`config.mk`:
```
export PLATFORM = sky130hd
export DESIGN_NAME = fetch_stage_flat
export DESIGN_NICKNAME = d
export VERILOG_FILES = /design/src/rtl/fetch_stage_if.sv /design/src/rtl/fetch_stage.sv /design/src/flat_wrapper.sv
export SDC_FILE = /design/constraint.sdc
export NUM_CORES = 1
export LEC_CHECK = 0
export BUFFER_PORTS_ARGS = -buffer_cell sky130_fd_sc_hd__buf_4
export CAP_MARGIN = 15
export CORE_MARGIN = 1.5
export CORE_UTILIZATION = 55
export CTS_CLUSTER_SIZE = 30
export DETAILED_ROUTE_END_ITERATION = 6
export PLACE_DENSITY = 0.81
export SLEW_MARGIN = 10
export SYNTH_ARGS = -nofsm -noshare
export SYNTH_HDL_FRONTEND = slang
export SYNTH_SLANG_ARGS = --single-unit
```
`constraint.sdc`:
```
create_clock -name clk -period 5.3 [get_ports clk]
set_clock_uncertainty 0.15 [all_clocks]
set_input_delay 0.265 -clock clk [delete_from_list [all_inputs] [get_ports clk]]
set_output_delay 0.265 -clock clk [all_outputs]
set_load 0.05 [all_outputs]
```
`src/rtl/fetch_stage_if.sv`:
```
// fetch_stage_if: groups the hazard/redirect/halt controls, the instruction
// memory request/response channel and the IF/ID pipeline register outputs of
// the fetch stage. The fetch stage connects through the master modport; the
// surrounding pipeline and memory connect through the slave modport.
interface fetch_stage_if;
  logic        stall;
  logic        redirect_valid;
  logic [31:0] redirect_pc;
  logic        halt_in;
  logic        imem_req;
  logic [31:0] imem_addr;
  logic        imem_rvalid;
  logic [31:0] imem_rdata;
  logic        ifid_valid;
  logic [31:0] ifid_pc;
  logic [31:0] ifid_instr;
  logic        halted;

  modport master (
    input  stall, redirect_valid, redirect_pc, halt_in, imem_rvalid, imem_rdata,
    output imem_req, imem_addr, ifid_valid, ifid_pc, ifid_instr, halted
  );

  modport slave (
    output stall, redirect_valid, redirect_pc, halt_in, imem_rvalid, imem_rdata,
    input  imem_req, imem_addr, ifid_valid, ifid_pc, ifid_instr, halted
  );
endinterface

```
`src/rtl/fetch_stage.sv`:
```
// fetch_stage: instruction-fetch stage feeding the decode controller.
// Owns the PC, keeps at most one instruction-memory request outstanding,
// captures returned words into the IF/ID register (with a one-entry skid
// buffer for responses that arrive during a stall), and handles redirect,
// stall and halt. Redirect beats halt, halt beats normal fetch.
// Optional build macro FETCH_PERF_CNT_EN adds saturating perf counters
// perf_fetched and perf_stall_cycles.
module fetch_stage #(
  parameter logic [31:0] RESET_PC  = 32'h0000_0000,
  parameter logic [31:0] NOP_INSTR = 32'h0000_0013
) (
  input  logic          clk,
  input  logic          reset,
  fetch_stage_if.master bus
`ifdef FETCH_PERF_CNT_EN
  ,
  output logic [31:0]   perf_fetched,
  output logic [31:0]   perf_stall_cycles
`endif
);

  localparam logic [1:0] ST_ISSUE  = 2'd0;
  localparam logic [1:0] ST_WAIT   = 2'd1;
  localparam logic [1:0] ST_HOLD   = 2'd2;
  localparam logic [1:0] ST_HALTED = 2'd3;

  logic [1:0]  state_q, state_d;
  logic [31:0] pc_q, pc_d;
  logic        imem_req_q, imem_req_d;
  logic [31:0] imem_addr_q, imem_addr_d;
  logic        ifid_valid_q, ifid_valid_d;
  logic [31:0] ifid_pc_q, ifid_pc_d;
  logic [31:0] ifid_instr_q, ifid_instr_d;
  logic        halted_q, halted_d;
  logic        drop_q, drop_d;
  logic        halt_pend_q, halt_pend_d;
  logic [31:0] skid_q, skid_d;

  logic        ifid_wr_s;
  logic [31:0] ifid_wdata_s;
  logic [31:0] pc_inc_s;
  logic [31:0] redirect_tgt_s;

  assign pc_inc_s       = pc_q + 32'd4;
  assign redirect_tgt_s = bus.redirect_pc & 32'hFFFF_FFFC;

  // Next-state logic for the fetch FSM, PC, request and IF/ID register
  always_comb begin
    state_d      = state_q;
    pc_d         = pc_q;
    imem_req_d   = 1'b0;
    imem_addr_d  = imem_addr_q;
    halted_d     = halted_q;
    drop_d       = drop_q;
    halt_pend_d  = halt_pend_q;
    skid_d       = skid_q;
    ifid_wr_s    = 1'b0;
    ifid_wdata_s = 32'h0000_0000;

    case (state_q)
      ST_ISSUE: begin
        if (bus.redirect_valid) begin
          pc_d = redirect_tgt_s;
        end else if (bus.halt_in) begin
          state_d  = ST_HALTED;
          halted_d = 1'b1;
        end else begin
          imem_req_d  = 1'b1;
          imem_addr_d = pc_q;
          state_d     = ST_WAIT;
        end
      end
      ST_WAIT: begin
        if (bus.redirect_valid) begin
          // A response this cycle answers the old request: drop it here;
          // otherwise remember to drop it when it shows up.
          pc_d        = redirect_tgt_s;
          halt_pend_d = 1'b0;
          if (bus.imem_rvalid) begin
            drop_d  = 1'b0;
            state_d = ST_ISSUE;
          end else begin
            drop_d = 1'b1;
          end
        end else if (bus.halt_in || halt_pend_q) begin
          // Halt must still swallow the outstanding response before stopping.
          if (bus.imem_rvalid) begin
            state_d     = ST_HALTED;
            halted_d    = 1'b1;
            drop_d      = 1'b0;
            halt_pend_d = 1'b0;
          end else begin
            halt_pend_d = 1'b1;
          end
        end else if (bus.imem_rvalid) begin
          if (drop_q) begin
            drop_d  = 1'b0;
            state_d = ST_ISSUE;
          end else if (bus.stall) begin
            skid_d  = bus.imem_rdata;
            state_d = ST_HOLD;
          end else begin
            ifid_wr_s    = 1'b1;
            ifid_wdata_s = bus.imem_rdata;
            pc_d         = pc_inc_s;
            imem_req_d   = 1'b1;
            imem_addr_d  = pc_inc_s;
          end
        end else begin
          state_d = ST_WAIT;
        end
      end
      ST_HOLD: begin
        if (bus.redirect_valid) begin
          pc_d    = redirect_tgt_s;
          skid_d  = 32'h0000_0000;
          state_d = ST_ISSUE;
        end else if (bus.halt_in) begin
          skid_d   = 32'h0000_0000;
          state_d  = ST_HALTED;
          halted_d = 1'b1;
        end else if (!bus.stall) begin
          ifid_wr_s    = 1'b1;
          ifid_wdata_s = skid_q;
          pc_d         = pc_inc_s;
          imem_req_d   = 1'b1;
          imem_addr_d  = pc_inc_s;
          state_d      = ST_WAIT;
        end else begin
          state_d = ST_HOLD;
        end
      end
      ST_HALTED: begin
        state_d  = ST_HALTED;
        halted_d = 1'b1;
      end
      default: begin
        state_d = ST_ISSUE;
      end
    endcase

    // IF/ID: flush on redirect or when halted, write on capture, hold on stall,
    // otherwise insert a bubble (PC kept for debug visibility).
    if (state_q == ST_HALTED || bus.redirect_valid) begin
      ifid_valid_d = 1'b0;
      ifid_pc_d    = ifid_pc_q;
      ifid_instr_d = NOP_INSTR;
    end else if (ifid_wr_s) begin
      ifid_valid_d = 1'b1;
      ifid_pc_d    = pc_q;
      ifid_instr_d = ifid_wdata_s;
    end else if (bus.stall) begin
      ifid_valid_d = ifid_valid_q;
      ifid_pc_d    = ifid_pc_q;
      ifid_instr_d = ifid_instr_q;
    end else begin
      ifid_valid_d = 1'b0;
      ifid_pc_d    = ifid_pc_q;
      ifid_instr_d = NOP_INSTR;
    end
  end

  // Fetch state registers with asynchronous reset
  always_ff @(posedge clk or posedge reset) begin
    if (reset) begin
      state_q      <= ST_ISSUE;
      pc_q         <= RESET_PC;
      imem_req_q   <= 1'b0;
      imem_addr_q  <= RESET_PC;
      ifid_valid_q <= 1'b0;
      ifid_pc_q    <= 32'h0000_0000;
      ifid_instr_q <= NOP_INSTR;
      halted_q     <= 1'b0;
      drop_q       <= 1'b0;
      halt_pend_q  <= 1'b0;
      skid_q       <= 32'h0000_0000;
    end else begin
      state_q      <= state_d;
      pc_q         <= pc_d;
      imem_req_q   <= imem_req_d;
      imem_addr_q  <= imem_addr_d;
      ifid_valid_q <= ifid_valid_d;
      ifid_pc_q    <= ifid_pc_d;
      ifid_instr_q <= ifid_instr_d;
      halted_q     <= halted_d;
      drop_q       <= drop_d;
      halt_pend_q  <= halt_pend_d;
      skid_q       <= skid_d;
    end
  end

  assign bus.imem_req   = imem_req_q;
  assign bus.imem_addr  = imem_addr_q;
  assign bus.ifid_valid = ifid_valid_q;
  assign bus.ifid_pc    = ifid_pc_q;
  assign bus.ifid_instr = ifid_instr_q;
  assign bus.halted     = halted_q;

`ifdef FETCH_PERF_CNT_EN
  logic [31:0] perf_fetched_q;
  logic [31:0] perf_stall_q;

  // Saturating performance counters, frozen once fetch has halted
  always_ff @(posedge clk or posedge reset) begin
    if (reset) begin
      perf_fetched_q <= 32'h0000_0000;
      perf_stall_q   <= 32'h0000_0000;
    end else if (state_q != ST_HALTED) begin
      if (ifid_wr_s && perf_fetched_q != 32'hFFFF_FFFF) begin
        perf_fetched_q <= perf_fetched_q + 32'd1;
      end else begin
        perf_fetched_q <= perf_fetched_q;
      end
      if (bus.stall && perf_stall_q != 32'hFFFF_FFFF) begin
        perf_stall_q <= perf_stall_q + 32'd1;
      end else begin
        perf_stall_q <= perf_stall_q;
      end
    end else begin
      perf_fetched_q <= perf_fetched_q;
      perf_stall_q   <= perf_stall_q;
    end
  end

  assign perf_fetched      = perf_fetched_q;
  assign perf_stall_cycles = perf_stall_q;
`endif

endmodule

```
`src/flat_wrapper.sv`:
```
// flat-port wrapper written by rule: the top's interface ports become plain ports
module fetch_stage_flat 
#(
  parameter logic [31:0] RESET_PC  = 32'h0000_0000,
  parameter logic [31:0] NOP_INSTR = 32'h0000_0013
)
  (clk, reset, bus_stall, bus_redirect_valid, bus_redirect_pc, bus_halt_in, bus_imem_rvalid, bus_imem_rdata, bus_imem_req, bus_imem_addr, bus_ifid_valid, bus_ifid_pc, bus_ifid_instr, bus_halted);
  fetch_stage_if bus_i ();
  input  logic clk;
  input  logic reset;
  input wire logic [$bits(bus_i.stall)-1:0] bus_stall;
  input wire logic [$bits(bus_i.redirect_valid)-1:0] bus_redirect_valid;
  input wire logic [$bits(bus_i.redirect_pc)-1:0] bus_redirect_pc;
  input wire logic [$bits(bus_i.halt_in)-1:0] bus_halt_in;
  input wire logic [$bits(bus_i.imem_rvalid)-1:0] bus_imem_rvalid;
  input wire logic [$bits(bus_i.imem_rdata)-1:0] bus_imem_rdata;
  output wire logic [$bits(bus_i.imem_req)-1:0] bus_imem_req;
  output wire logic [$bits(bus_i.imem_addr)-1:0] bus_imem_addr;
  output wire logic [$bits(bus_i.ifid_valid)-1:0] bus_ifid_valid;
  output wire logic [$bits(bus_i.ifid_pc)-1:0] bus_ifid_pc;
  output wire logic [$bits(bus_i.ifid_instr)-1:0] bus_ifid_instr;
  output wire logic [$bits(bus_i.halted)-1:0] bus_halted;
  assign bus_i.stall = bus_stall;
  assign bus_i.redirect_valid = bus_redirect_valid;
  assign bus_i.redirect_pc = bus_redirect_pc;
  assign bus_i.halt_in = bus_halt_in;
  assign bus_i.imem_rvalid = bus_imem_rvalid;
  assign bus_i.imem_rdata = bus_imem_rdata;
  assign bus_imem_req = bus_i.imem_req;
  assign bus_imem_addr = bus_i.imem_addr;
  assign bus_ifid_valid = bus_i.ifid_valid;
  assign bus_ifid_pc = bus_i.ifid_pc;
  assign bus_ifid_instr = bus_i.ifid_instr;
  assign bus_halted = bus_i.halted;
  fetch_stage #(.RESET_PC(RESET_PC), .NOP_INSTR(NOP_INSTR)) u_core (.clk(clk), .reset(reset), .bus(bus_i));
endmodule
```
---- Word level (Yosys, flattened, before mapping) ----
Index checks and enable logic that the tools add are counted.
operators by class
  reductions and logical operators ........ 16
  multiplexer cells ....................... 77
  eq/ne operators ......................... 25
  bitwise operators ....................... 1
  $add $sub $neg .......................... 1
operator list
  operator                                                               number
  32-bit 2-to-1 mux                                                      35
  32-bit one-hot mux with 3 select lines                                 2
  32-bit one-hot mux with 2 select lines                                 2
  32-bit by 3-bit adder with 32-bit output, second input constant        1
  2-bit 2-to-1 mux                                                       12
  1-bit 2-to-1 mux                                                       22
  2-bit != test, second input constant                                   11
  3-bit != test, second input constant                                   7
  9-bit AND reduction                                                    1
  2-bit one-hot mux with 4 select lines                                  1
  7-bit AND reduction                                                    1
  6-bit by 4-bit != test with 1-bit output, second input constant        1
  1-bit one-hot mux with 3 select lines                                  2
  2-bit AND reduction                                                    3
  6-bit AND reduction                                                    1
  2-bit nonzero test                                                     3
  5-bit AND reduction                                                    1
  2-bit equality test, second input constant                             2
  2-bit by 1-bit != test with 1-bit output, second input constant        2
  4-bit AND reduction                                                    1
  3-bit by 1-bit != test with 1-bit output, second input constant        1
  3-bit nonzero test                                                     1
  2-bit by 1-bit equality test with 1-bit output, second input constant  1
  2-bit logical NOT                                                      1
  4 further kinds                                                        5
storage, ports and cells
  output and inout bits ................... 99
  register bits after elaboration ......... 167
  input port bits ......................... 70
  logic and storage cells ................. 131

---- Depth between registers and ports, before layout ----
Gate-level depths: netlist of the first run.
  depth in word-level cells ............... 8
  gate-level depth with buffers ........... 9
  gate-level depth less buffers ........... 7

---- Least setup slack after synthesis of the first run ----
OpenSTA, ideal clock, no wires.
  path type ............................... reg2reg
  from .................................... register u_core.state_q[0]
  to ...................................... register u_core.ifid_pc_q[11], in the netlist u_core.bus.ifid_pc[11]
  path buffers ............................ 2
  library setup time ...................... 0.125 ns
  data required time ...................... 5.025 ns
  stages on the path, launching flop included .. 9
  period minus slack after synthesis ...... 2.306 ns
  slack ................................... 2.994 ns
  arrival ................................. 2.032 ns
  cell sequence ........................... dfrtp_1 > inv_1 > ha_1 > inv_1 > nor2_2 > nand3_1 > buf_2 > buf_1 > mux2_2
on the way
  cells in the longest elaborated chain, start to end .. 4
  elaborated cells on any way between the ends .. 7
  those cells by class .................... eq/ne (3); mux (1); bitwise (1); reduce/logical (2)
ends and longest elaborated chain
  what                                                         line                text
  from (decl)                                                  fetch_stage.sv:27   logic [1:0] state_q, state_d;
  from (signal assigned)                                       fetch_stage.sv:178  state_q <= state_d;
  branches (longest 3 deep; another with 2-bit equality test)  n/a
  2-bit AND reduction (no line) (*)                            n/a
  to (signal assigned)                                         fetch_stage.sv:183  ifid_pc_q <= ifid_pc_d;
  to (decl)                                                    fetch_stage.sv:32   logic [31:0] ifid_pc_q, ifid_pc_d;
Every way passes the cells marked *.
A chain may end at the register's enable or synchronous reset.

---- Worst setup path after layout of the first run ----
  from .................................... register u_core.state_q[1]
  to ...................................... register u_core.ifid_instr_q[0], in the netlist u_core.bus.ifid_instr[0]
on the way
  cells in the longest elaborated chain, start to end .. 4
  elaborated cells on any way between the ends .. 9
  those cells by class .................... eq/ne (4); mux (4); reduce/logical (1)
ends and longest elaborated chain
  what                                                                                             line                text
  2-bit equality test or 2-bit by 1-bit equality test with 1-bit output (tied branches)            fetch_stage.sv:60   case (state_q)
  32-bit one-hot mux with 2 select lines or 1-bit one-hot mux with 2 select lines (tied branches)  fetch_stage.sv:60
  32-bit 2-to-1 mux                                                                                fetch_stage.sv:148  end else if (ifid_wr_s) begin
  32-bit 2-to-1 mux                                                                                fetch_stage.sv:144  if (state_q == ST_HALTED || bus.redirect_valid) begin
  to (signal assigned)                                                                             fetch_stage.sv:184  ifid_instr_q <= ifid_instr_d;
  to (decl)                                                                                        fetch_stage.sv:33   logic [31:0] ifid_instr_q, ifid_instr_d;
Parallel ways exist; a longest one is shown, timed or not.

==> flow_results.org, run 1 <==
** Status
- Outcome :: completed

** GRT
- The number of global-route vias before repair is 6635.
- Residual overflow from global routing :: 0
- In the global route stage, overall resource usage came out at 0.281.
- Largest net degree at the start of global routing :: 101
- The first global-routing pass estimated 33.3 mm of wire.
- Initial antenna violation count :: 0

** Placement
- HPWL Detailed :: 12.6 mm
- Summing all placed instances gives a cell area of 0.00913 sq mm.
- The congestion estimate from routability-driven global placement came to 0.855.
- Count of port buffers added during placement :: 162

** Setup path
- The worst setup path is captured at a flip-flop.
- Data arrival at the endpoint of the critical path :: 3.88 ns
- Data on the critical path is required at its endpoint by 5.48 ns.
- The worst setup path is of the flip-flop to flip-flop kind.
- STA classifies the critical path startpoint as a flip-flop.
- In this run the worst path has a maximum fanout of 54.

** Drt
- In this run, the number of DRC markers left after iteration 0 of detailed routing was 613.
- Total via count after detailed routing :: 6950
- Number of remaining DRC errors :: 0
- In this run the remaining antenna-violating nets after routing total 0.
- Detailed-route wire length per cell :: 17.4 um
- Via density :: 5.86
- Iteration count of the initial detailed-routing pass :: 5
- Wires add up to 20.6 mm.

** Synthesis
- Dominant combinational cell family by area after synthesis :: compound AO/OA/AOI/OAI gates
- Among all flip-flop cells after synthesis, the most frequent one is dfrtp_1.
- Proportion of netlist area held by the largest area contributor :: 0.498
- After synthesis, the share of cell area in mux cells is 0.0422.
- In this run the cell area of the synthesized design comes to 0.00794 sq mm.
- After synthesis, the share of flip-flops with an asynchronous set or reset is 1.00.
- Syn Inst Count :: 840
- Synthesized area per cell :: 9.45 sq um
- The Yosys step of the flow raised 0 warnings.
- Of the synthesized area, sequential elements account for 0.508.
- Of the total synthesized cell area, the portion taken by full adders, half adders and majority gates is 0.00945.
- Top cells by area, synth :: dfrtp_1 (50%), o21ai_0 (7.1%), nand2_1 (6.0%)
- The synthesized design contains 0 enable-type register cells.
- The synthesized netlist contains 57 unique library cells.
- Post-Synth XOR/XNOR Area :: 0.0320
- Yosys reg bits :: 161
- Area share of and/or/nand/nor cells after synthesis :: 0.170
- Complex-gate fraction of the synthesized area :: 0.185
- dfrtp_1 takes more of the synthesized area than any other cell.

** Clock network
- CTS Root Buffer Type :: clkbuf_16
- CTS H-Tree Depth :: 4
- Clock tree synthesis inserted a total of 17 buffers.
- Clock latency on the worst-skew pair, taken at its later pin, is 0.43 ns.
- Number of gates resized after cts :: 0
- CTS saw 161 sinks.
- The clock passes through at most 2 buffers.
- CTS tree :: yes
- After clock tree synthesis, the clock-pin slew on the worst setup and hold paths is 0.06 ns.

** Power
- Total power density per cell area :: 651 mW/mm^2
- IR analysis of the VDD net gives a maximum drop of 479 uV.
- For this design the static power due to leakage is 4.56 nW.

** Timing
- Top achievable clock speed :: 270 MHz
- In this run the tightest slew margin relative to its limit is 0.322.
- Minimum clock period after layout :: 3.70 ns
- For the pin with the worst max-slew slack, the measured transition is 1.01 ns.
- The hold violation total from the final report came to 0.
- Setup TNS :: 0 ns
- Post-route fraction of the period consumed by the critical path :: 0.698
- The final max-slew violation count was 0.
- Unrepaired setup endpoints after global routing :: no
- Setup violations remaining at the end of the flow were counted as 0.
- Across all hold checks on the routed design, the worst slack comes to 0.0111 ns.

** Floorplan
- Total I/O pin count :: 169
- Area of the core region :: 0.0140 sq mm
- Starting utilization of the core area :: 0.568
- The die is 123 um wide.
- Measured along the y axis, the die boundary spans 123 um.
- The die covers 0.0152 sq mm.
- Placement Rows :: 43

** Cells and area
- Of the cells placed in the final design, the portion with a size suffix greater than 1 is 0.246.
- The library cell used most frequently in the layout, excluding fill and tap cells, is buf_4.
- The repair_antennas step left the layout with diodes totalling 0.
- At the end of the flow the core is filled with cells to 0.725.
- Compared with the post-synthesis result, the final layout area differs by 27.6%.
- The library cells used most frequently in the layout, excluding fill and tap cells, are buf_4 (172), dfrtp_1 (158), nand2_1 (126).
- With fillers left out, the area of the finished cells amounts to 0.0101 sq mm.
- Nets@finish :: 1071

** Hold path
- Min-delay worst type :: primary input to flip-flop

** Flow run
- Count of max-cap constraint violations :: 0
## path summary, 6_finish.rpt
path / startpoint / end / cells past startpoint / slack, ns
worst max-delay path: u_core.state_q[1]$_DFFE_PP0P_ / u_core.bus.ifid_instr[0]$_DFFE_PP1P_ / 10 / 1.60
worst min-delay path: bus_redirect_pc[9] / u_core.pc_q[9]$_DFFE_PP0P_ / 3 / 0.01
worst max register to register: u_core.state_q[1]$_DFFE_PP0P_ / u_core.bus.ifid_instr[0]$_DFFE_PP1P_ / 10 / 1.60
worst min register to register: u_core.bus.halted$_DFFE_PP0P_ / u_core.bus.halted$_DFFE_PP0P_ / 1 / 0.33
max in group asynchronous: reset / u_core.bus.ifid_instr[3]$_DFFE_PP0P_ / 4 / 3.32
min in group asynchronous: reset / u_core.bus.ifid_instr[29]$_DFFE_PP0P_ / 3 / 0.39
## Yosys cell counts (all sizes together) (4+ instances only)
| cell | n |
|---|---|
| dfrtp | 158 |
| nand2 | 126 |
| o21ai | 117 |
| clkbuf | 55 |
| a21oi | 41 |
| a22oi | 34 |
| nand2b | 33 |
| mux2 | 28 |
| nand3 | 27 |
| nor2 | 26 |
| buf | 23 |
| nand4 | 20 |
| xor2 | 18 |
| o22ai | 16 |
| inv | 14 |
| a2bb2oi | 13 |
| nor3 | 12 |
| xnor2 | 11 |
| and3 | 9 |
| nor4 | 9 |
| ha | 6 |
| and4 | 4 |
## routing by layer
metal  vias up  GRT usage  share of wire
met5         -          0              0
met4         0      0.106          0.023
met3        47     0.0613          0.076
met2       333      0.442           0.47
met1      3306      0.384           0.43
li1       3264          -              -
## through the flow
| stage | setup WS, ns | cells | total power, mW |
|---|---|---|---|
| finish | 1.60 | 1185 | 6.60 |
| global route | 1.32 | 1185 | 7.02 |
| CTS | 1.61 | 1184 | 6.58 |
| detailed placement | 1.59 | 1117 | 5.28 |
| global placement | 1.67 | 1117 | 5.20 |
| floorplan | 0.542 | 843 | 4.49 |
## what timing repair did
action                    4_1_cts  5_1_grt
hold buffers                   38        0
setup buffers                   0        0
hold endpoints to repair      141        0
## final cells by class
| cell class | instances | area [sq um] |
|---|---|---|
| clock buffer | 24 | 492 |
| clock inverter | 5 | 103 |
| fill | 1071 | 3850 |
| inverter | 14 | 57.6 |
| multi-input combinational | 590 | 3530 |
| sequential | 161 | 4030 |
| tap | 180 | 225 |
| timing repair buffer | 211 | 1700 |
## registers in the layout (all words and copies together), names as in the netlist
name,flops
u_core.bus.ifid_instr,32
u_core.skid_q,32
u_core.bus.ifid_pc,30
u_core.bus.imem_addr,30
u_core.pc_q,30
u_core.state_q,2
u_core.bus.halted,1
u_core.bus.ifid_valid,1
u_core.bus.imem_req,1
u_core.drop_q,1
u_core.halt_pend_q,1
## critical path: stages, from the launching register on
cell	delay (ns)
dfrtp_1	0.40
inv_1	0.09
ha_1	0.27
buf_4	0.35
inv_1	0.21
nor2_4	0.11
buf_4	0.46
nand3_2	0.64
buf_4	0.52
a221oi_1	0.28
a21oi_1	0.08
## cells by family after synthesis
logic type | count (synthesis)
and+or+nand+nor | 276
buffers and inverters | 92
adders and majority gates | 6
muxes | 30
DFF | 161
xor gates and xnor gates | 29
AOI/OAI and AO/OA | 245
other | 1
## where the power goes
group	internal (mW)	leakage (nW)	switching (mW)
logic	1.08	2.26	2.10
registers	1.72	2.01	0.447
clock network	0.783	0.288	0.466
total	3.59	4.56	3.01
(Power assumes the default switching activity.)
==> run 2, diff against run 1 <==
- CORE_UTILIZATION: 55 -> 50
- PLACE_DENSITY: 0.81 -> 0.78
- clock period: 5.3 -> 3.4 ns (I/O delays scaled with it)
==> flow_results.org, run 2 (synthesized netlist as in run 1, its figures left out) <==
** Status
- The run finished, with violations left.
- The final reports fail on design-rule violations.

** Drt
- Once detail routing completed, the nets flagged for antenna violations numbered 0.
- The first TritonRoute pass finished after 7 iterations.
- Number of remaining DRC errors :: 1
- Detailed routing inserted a total of 7089 vias.
- Final wirelength :: 21.3 mm
- Using the TritonRoute via totals, the vias-per-cell ratio works out to 5.65.
- Initial DRC Count :: 544
- After detailed routing, the average wire length per cell comes to 17.0 um.

** Placement
- Post-detailed-placement cell area :: 0.00927 sq mm
- HPWL Detailed :: 13.2 mm
- The count of buffers added on input and output ports is 162.
- Dpl ws :: 0.766 ns
- The congestion estimate from routability-driven global placement came to 0.846.

** Power
- Total power density per cell area :: 983 mW/mm^2
- Leakage :: 4.69 nW
- Max VDD drop :: 718 uV

** Timing
- Top achievable clock speed :: 380 MHz
- Setup TNS :: 0 ns
- Unrepaired setup endpoints after global routing :: no
- Post-route fraction of the period consumed by the critical path :: 0.774
- For the pin with the worst max-slew slack, the measured transition is 0.976 ns.
- In this run the tightest slew margin relative to its limit is 0.350.
- Setup violations remaining at the end of the flow were counted as 0.
- Number of max-slew violations in the final report :: 0
- Number of hold violations in the final report :: 0
- The worst path needs 2.63 ns of the cycle, external delays included.
- Slack of the critical path :: 0.767 ns

** Setup path
- Crit-path slowest cell :: or4_1
- Setup slack of the worst register-to-register path :: 0.77 ns
- For the worst setup path, the data arrival time is 2.75 ns.
- Largest delay contributor family on the critical path :: simple AND/OR/NAND/NOR gates
- Reg2Reg Capture Point :: u_core.pc_q[28]$_DFFE_PP0P_
- Critical path class :: flip-flop to flip-flop
- Crit path capture type :: flip-flop
- The number of buffers and inverters on the critical path is 1.
- CP Max Fanout :: 13
- Worst-path cell chain :: nand3_1 > or4_1 > buf_4 > or4_4 > o22ai_1 > a21oi_1
- At the worst endpoint, the required time is 3.52 ns.
- R2R cell count :: 6
- On the worst path, the slowest cell contributes a delay of 0.58 ns.
- In this run the critical register-to-register path is launched from u_core.pc_q[10]$_DFFE_PP0P_.
- The worst setup path is launched from a flip-flop.

** Cells and area
- Leaving out fill and tap cells, the most frequent cell in the layout is buf_4.
- Area of the multi-input gates :: 0.00353 sq mm
- Sequential cell area :: 0.00403 sq mm
- Post-synthesis to final-layout area growth :: 32.3%
- Number of fill cells :: 1180
- With fillers left out, the area of the finished cells amounts to 0.0105 sq mm.
- Highest-count cells in the layout ignoring fill and taps :: buf_4 (180), dfrtp_1 (158), nand2_1 (126)
- Number of antenna repair diodes :: 0
- Share of post-route cells with drive strength above 1 :: 0.248
- The net count of the finished layout is 1106.

** GRT
- All-layer global routing usage :: 0.264
- Initial antenna violation count :: 0
- Residual overflow from global routing :: 0
- The first global-routing pass estimated 34.8 mm of wire.
- Via count of the first global-routing pass :: 6833
- Entering global routing, the biggest net connects 94 pins.

** Clock network
- The H-tree generated during clock tree synthesis spans 4 levels.
- Buffers added to address setup during post-CTS repair amount to 0.
- CTS Root Buffer Type :: clkbuf_16
- CTS sink cnt :: 161
- Clock-pin slew reported for the worst setup and hold paths after clock tree synthesis :: 0.06 ns
- Number of buffers added by the clock tree synthesis step :: 17
- Clock latency on the worst-skew pair :: 0.42 ns
- In this run the deepest clock path goes through 2 buffers.
- Hold-fix buffers at CTS :: 64
- TritonCTS built the clock tree.
- Gates resized during post-CTS repair numbered 0.

** Floorplan
- For this configuration, the core starts out at a cell density of 0.517.
- Die Area :: 0.0166 sq mm
- Total I/O pin count :: 169
- Area of the core region :: 0.0154 sq mm
- Width of the die :: 129 um
- Row generation in the floorplan step produced 45 rows.
- The die is 129 um tall.

** Hold path
- Worst Hold Depth :: 4
- The worst hold path begins at bus_redirect_pc[4].
- The worst hold path belongs to the class primary input to flip-flop.
- The path with the worst hold slack has its endpoint at u_core.pc_q[4]$_DFFE_PP0P_.

** Flow run
- Count of max-cap constraint violations :: 0
[run 2: changes by cell type in the layout (fill, tap and decap cells not counted)]
cell and delta:
dlygate4sd3_1 +26, buf_4 +8, buf_16 -1, bufinv_16 -1, clkinvlp_4 +5, buf_12 +2
inv_6 -1
[run 2: cell type report]
cell class | instances | share of cell area
flip-flops and latches | 161 | 0.384
multi-input cells | 590 | 0.336
repair buffers | 246 | 0.193
clock buffers | 24 | 0.0468
well taps | 211 | 0.0251
clock inverters | 8 | 0.00977
inverters | 14 | 0.00536
[run 2: per-layer routing]
layer	wire length, um	vias to the layer above	global-route usage
met5	0	-	0
met4	262	0	0.0694
met3	1680	22	0.0570
met2	10300	311	0.438
met1	9050	3416	0.356
li1	-	3340	-
[run 2: through the flow]
stage	util	hold slack, ns	total power, mW	instances
detailed placement	0.603	0.123	8.32	1158
floorplan	-	0.110	7.01	843
CTS	0.683	0.00577	10.3	1254
global placement	0.603	0.117	8.17	1158
global route	0.683	0.0163	11.0	1254
finish	0.683	0.0194	10.3	1254
[run 2: tightest hold or removal path, delay by kind of cell]
kind | cells | cell delay [ns]
AND/OR/NAND/NOR | 1 | 0.04
AO/OA/AOI/OAI | 2 | 0.26
buffers and inverters | 1 | 0.08
[run 2: where the power goes]
group / total, mW / switching, mW / internal (mW)
clock network: 1.91 / 0.755 / 1.16
registers: 3.39 / 0.706 / 2.68
logic: 5.02 / 3.29 / 1.73
[run 2: how the worst max path moves through the flow]
stage                                              from                              endpoint  slack, ns  cells after the start
final                       u_core.pc_q[10]$_DFFE_PP0P_           u_core.pc_q[28]$_DFFE_PP0P_       0.77                      6
after floorplan                                   reset         u_core.bus.halted$_DFFE_PP0P_       1.04                      1
after CTS                 u_core.state_q[1]$_DFFE_PP0P_           u_core.pc_q[24]$_DFFE_PP0P_       0.76                      8
after global routing      u_core.state_q[1]$_DFFE_PP0P_            u_core.pc_q[8]$_DFFE_PP0P_       0.51                      7
after detailed placement  u_core.state_q[1]$_DFFE_PP0P_  u_core.bus.imem_addr[22]$_DFFE_PP0P_       0.77                      6
after global placement    u_core.state_q[1]$_DFFE_PP0P_  u_core.bus.imem_addr[22]$_DFFE_PP0P_       0.82                      6
==> run 3, diff against run 2 <==
- ABC_AREA: not set -> 1
- CORE_UTILIZATION: 50 -> 56
- PLACE_DENSITY: 0.78 -> 0.82
- clock period: 3.4 -> 2.8 ns (I/O delays scaled with it)
==> flow_results.org, run 3 <==
** Synthesis
- Mapped cell area :: 0.00841 sq mm
- Proportion of netlist area held by the largest area contributor :: 0.470
- Number of enable flip-flop cells after synthesis :: 0
- The most used flip-flop cell after synthesis is dfrtp_1.
- Of the synthesized area, sequential elements account for 0.480.
- The Yosys step of the flow raised 0 warnings.
- Yosys reg bits :: 161
- Ranked by total cell area, the synthesized netlist is headed by dfrtp_1 (47%), nand2_1 (21%), nand3_1 (7.4%).
- Counting flops with an async set or reset pin after synthesis yields a share of 1.00.
- Post-synth top area cell :: dfrtp_1
- Most instantiated library cell after synthesis :: nand2_1
- Counting distinct cell types in the post-synthesis netlist gives 37.
- Post-synth top cells :: nand2_1 (471), dfrtp_1 (158), nand3_1 (124)
- Syn Inst Count :: 1158
- Synthesized area per cell :: 7.26 sq um

** Setup path
- Data arrival at the endpoint of the critical path :: 2.62 ns
- Tracing the worst setup path back leads to its startpoint at u_core.state_q[1]$_DFFE_PP0P_.
- STA classifies the critical path endpoint as a flip-flop.
- Critical Path RT :: 2.95 ns
- Along the worst path, the maximum fanout reaches 43.
- Nature of the critical path startpoint :: flip-flop
- The critical path is of the flip-flop to flip-flop type.
- The worst register-to-register path begins at u_core.state_q[1]$_DFFE_PP0P_.

** Power
- Proportion of power drawn by the clock network :: 0.168
- Total power density per cell area :: 1240 mW/mm^2
- The worst-case IR drop observed on VDD is 944 uV.
- Leakage :: 5.76 nW
- The internal portion of the total power is 6.84 mW.
- The design draws 13.6 mW.
- Fraction of power spent switching nets :: 0.499
- The share of total power dissipated in sequential elements is 0.288.
- In this run the power spent charging and discharging nets is 6.80 mW.
- Share of total power in combinational logic :: 0.545

** Timing
- Number of hold violations in the final report :: 0
- Of the available clock period, the critical path in the final layout requires 0.883.
- Slack of the critical path :: 0.326 ns
- Slew @ Worst Pin :: 0.605 ns
- The routed design could run at a clock period as short as 2.47 ns.
- The final max-slew violation count is 0.
- Setup TNS :: 0 ns
- Unrepaired setup endpoints after global routing :: no
- Hold is met by 0.0317 ns.
- Setup-failing EPs final :: 0
- Top achievable clock speed :: 404 MHz
- In this run the tightest slew margin relative to its limit is 0.596.

** Cells and area
- Number of antenna repair diodes :: 0
- Leaving out fill and tap cells, the most frequent cell in the layout is nand2_1.
- Core occupancy in the finished layout :: 0.755
- In the layout the commonest cells are nand2_1 (470), buf_4 (175), dfrtp_1 (158).
- The final layout contains 1442 nets.
- Final instance area :: 0.0110 sq mm
- In the final layout, flip-flops and latches occupy 0.00403 sq mm.
- Area of the multi-input gates :: 0.00383 sq mm
- Leaving out filler cells and counting taps, the final layout contains 1563.
- Share of post-route cells with drive strength above 1 :: 0.178
- Counting the fill cells in the layout gives 1090.
- Relative to the synthesized area, the layout overhead comes to 31.1%.

** Hold path
- The path class of the tightest hold or removal check is primary input to flip-flop.
- Hold path start :: bus_stall

** GRT
- Initial antenna violation count :: 0
- Largest net degree at the start of global routing :: 94
- For this run the aggregate overflow at the end of global routing stands at 0.
- In the global route stage, overall resource usage came out at 0.314.
- Wire length of the first global-routing pass :: 40.1 mm
- The number of global-route vias before repair came to 8281.

** Drt
- The final route contains 8503 vias.
- After detailed routing, the number of vias per cell comes to 5.44.
- After detailed routing, the average wire length per cell comes to 15.4 um.
- Number of antenna-violating nets in the routed design :: 0
- Iteration count of the initial detailed-routing pass :: 6
- The detailed router finished its first iteration with 681 violations.
- For this run, design rule violations remaining after detail routing come to 0.
- Final wirelength :: 24.0 mm

** Clock network
- Hold-fix buffers at CTS :: 66
- Bufs on Longest Clock Path :: 2
- CTS tree :: yes
- CTS Root Buffer Type :: clkbuf_16
- CTS H-Tree Depth :: 4
- CTS sink cnt :: 161
- Post-CTS Setup Repair Bufs :: 0
- Post-CTS repair changed the size of 0 cells.
- Number of buffers added by the clock tree synthesis step :: 17
- The later pin in the worst-skew pair is clocked with a latency of 0.42 ns.
- Clock-pin slew reported for the worst setup and hold paths after clock tree synthesis :: 0.07 ns

** Flow run
- Count of max-cap constraint violations :: 0

** Floorplan
- Width of the die :: 126 um
- Die H :: 126 um
- Placement Rows :: 44
- Die Area :: 0.0158 sq mm
- Area of the core region :: 0.0146 sq mm
- Starting utilization of the core area :: 0.576
- 169 I/O pins were placed.

** Placement
- Including well taps, the total number of placed cells is 1465.
- Dpl ws :: 0.371 ns
- Count of port buffers added during placement :: 162
- Weighted congestion reported at the end of routability-driven placement :: 0.936
- Detailed placement finished with a half-perimeter wire length of 15.2 mm.
- In this run the cell area measured after placement is 0.00979 sq mm.

** Status
- The flow ran to the end, and the final reports show no timing, DRC or antenna violations.
-- run 3: cell types whose count changed in the layout (fill, tap and decap cells not counted), moves of 34 or more --
cell | previous run | this run
a22oi_1 | 34 | 0
inv_1 | 13 | 52
nand2_1 | 126 | 470
nand3_1 | 26 | 124
nor2_1 | 25 | 104
o21ai_0 | 112 | 40
o21ai_1 | 5 | 58
-- run 3: power groups by stage --
stage	logic [mW]	clock network (mW)	registers [mW]
3_5_place_dp	7.21	0	3.94
6_report	7.43	2.29	3.92
4_1_cts	7.33	2.31	3.91
2_1_floorplan	3.92	0	5.18
3_3_place_gp	7.08	0	3.91
5_1_grt	8.10	2.41	4.02
-- run 3: kinds of logic (layout without fill, tap and decap cells) --
group,Yosys count,in the layout,synth area share
adders and majority gates,6,6,0.00893
other,1,4,0.000446
muxes,1,1,0.00119
AOI/OAI and AO/OA,135,135,0.0835
buffers and inverters,125,343,0.0671
xor gates and xnor gates,8,8,0.00833
DFF,161,161,0.480
and+or+nand+nor,721,721,0.351
-- run 3: critical path: stages (launching register included) --
cell and delay, ns:
dfrtp_1 0.38, inv_1 0.10, ha_2 0.53, buf_4 0.54, nand3_2 0.14, buf_4 0.29, nand2_1 0.12, o21ai_1 0.07
-- run 3: path summary, 6_finish.rpt --
| kind | to | slack (ns) | depth (start not counted) |
|---|---|---|---|
| max | u_core.bus.ifid_pc[16]$_DFFE_PP0P_ | 0.33 | 7 |
| min | u_core.bus.ifid_instr[16]$_DFFE_PP0P_ | 0.03 | 6 |
| min reg2reg | u_core.bus.imem_addr[31]$_DFFE_PP0P_ | 0.33 | 2 |
| min in group asynchronous | u_core.pc_q[2]$_DFFE_PP0P_ | 0.24 | 4 |
| max reg2reg | u_core.bus.ifid_pc[16]$_DFFE_PP0P_ | 0.33 | 7 |
| max in group asynchronous | u_core.bus.ifid_instr[0]$_DFFE_PP1P_ | 1.80 | 4 |
-- run 3: cell type report --
type | instances | share of cell area
Inverter | 63 | 0.0218
Sequential cell | 161 | 0.366
Clock buffer | 18 | 0.0389
Clock inverter | 14 | 0.0128
Tap cell | 184 | 0.0209
Timing Repair Buffer | 248 | 0.192
Multi-Input combinational cell | 875 | 0.348
-- run 3: layer usage --
layer  track usage  wire (um)  up-vias
met4         0.110        593        0
met1         0.396       9660     3992
met3        0.0753       1820       54
met5             0          0        -
met2         0.531      11900      368
li1              -          -     4089
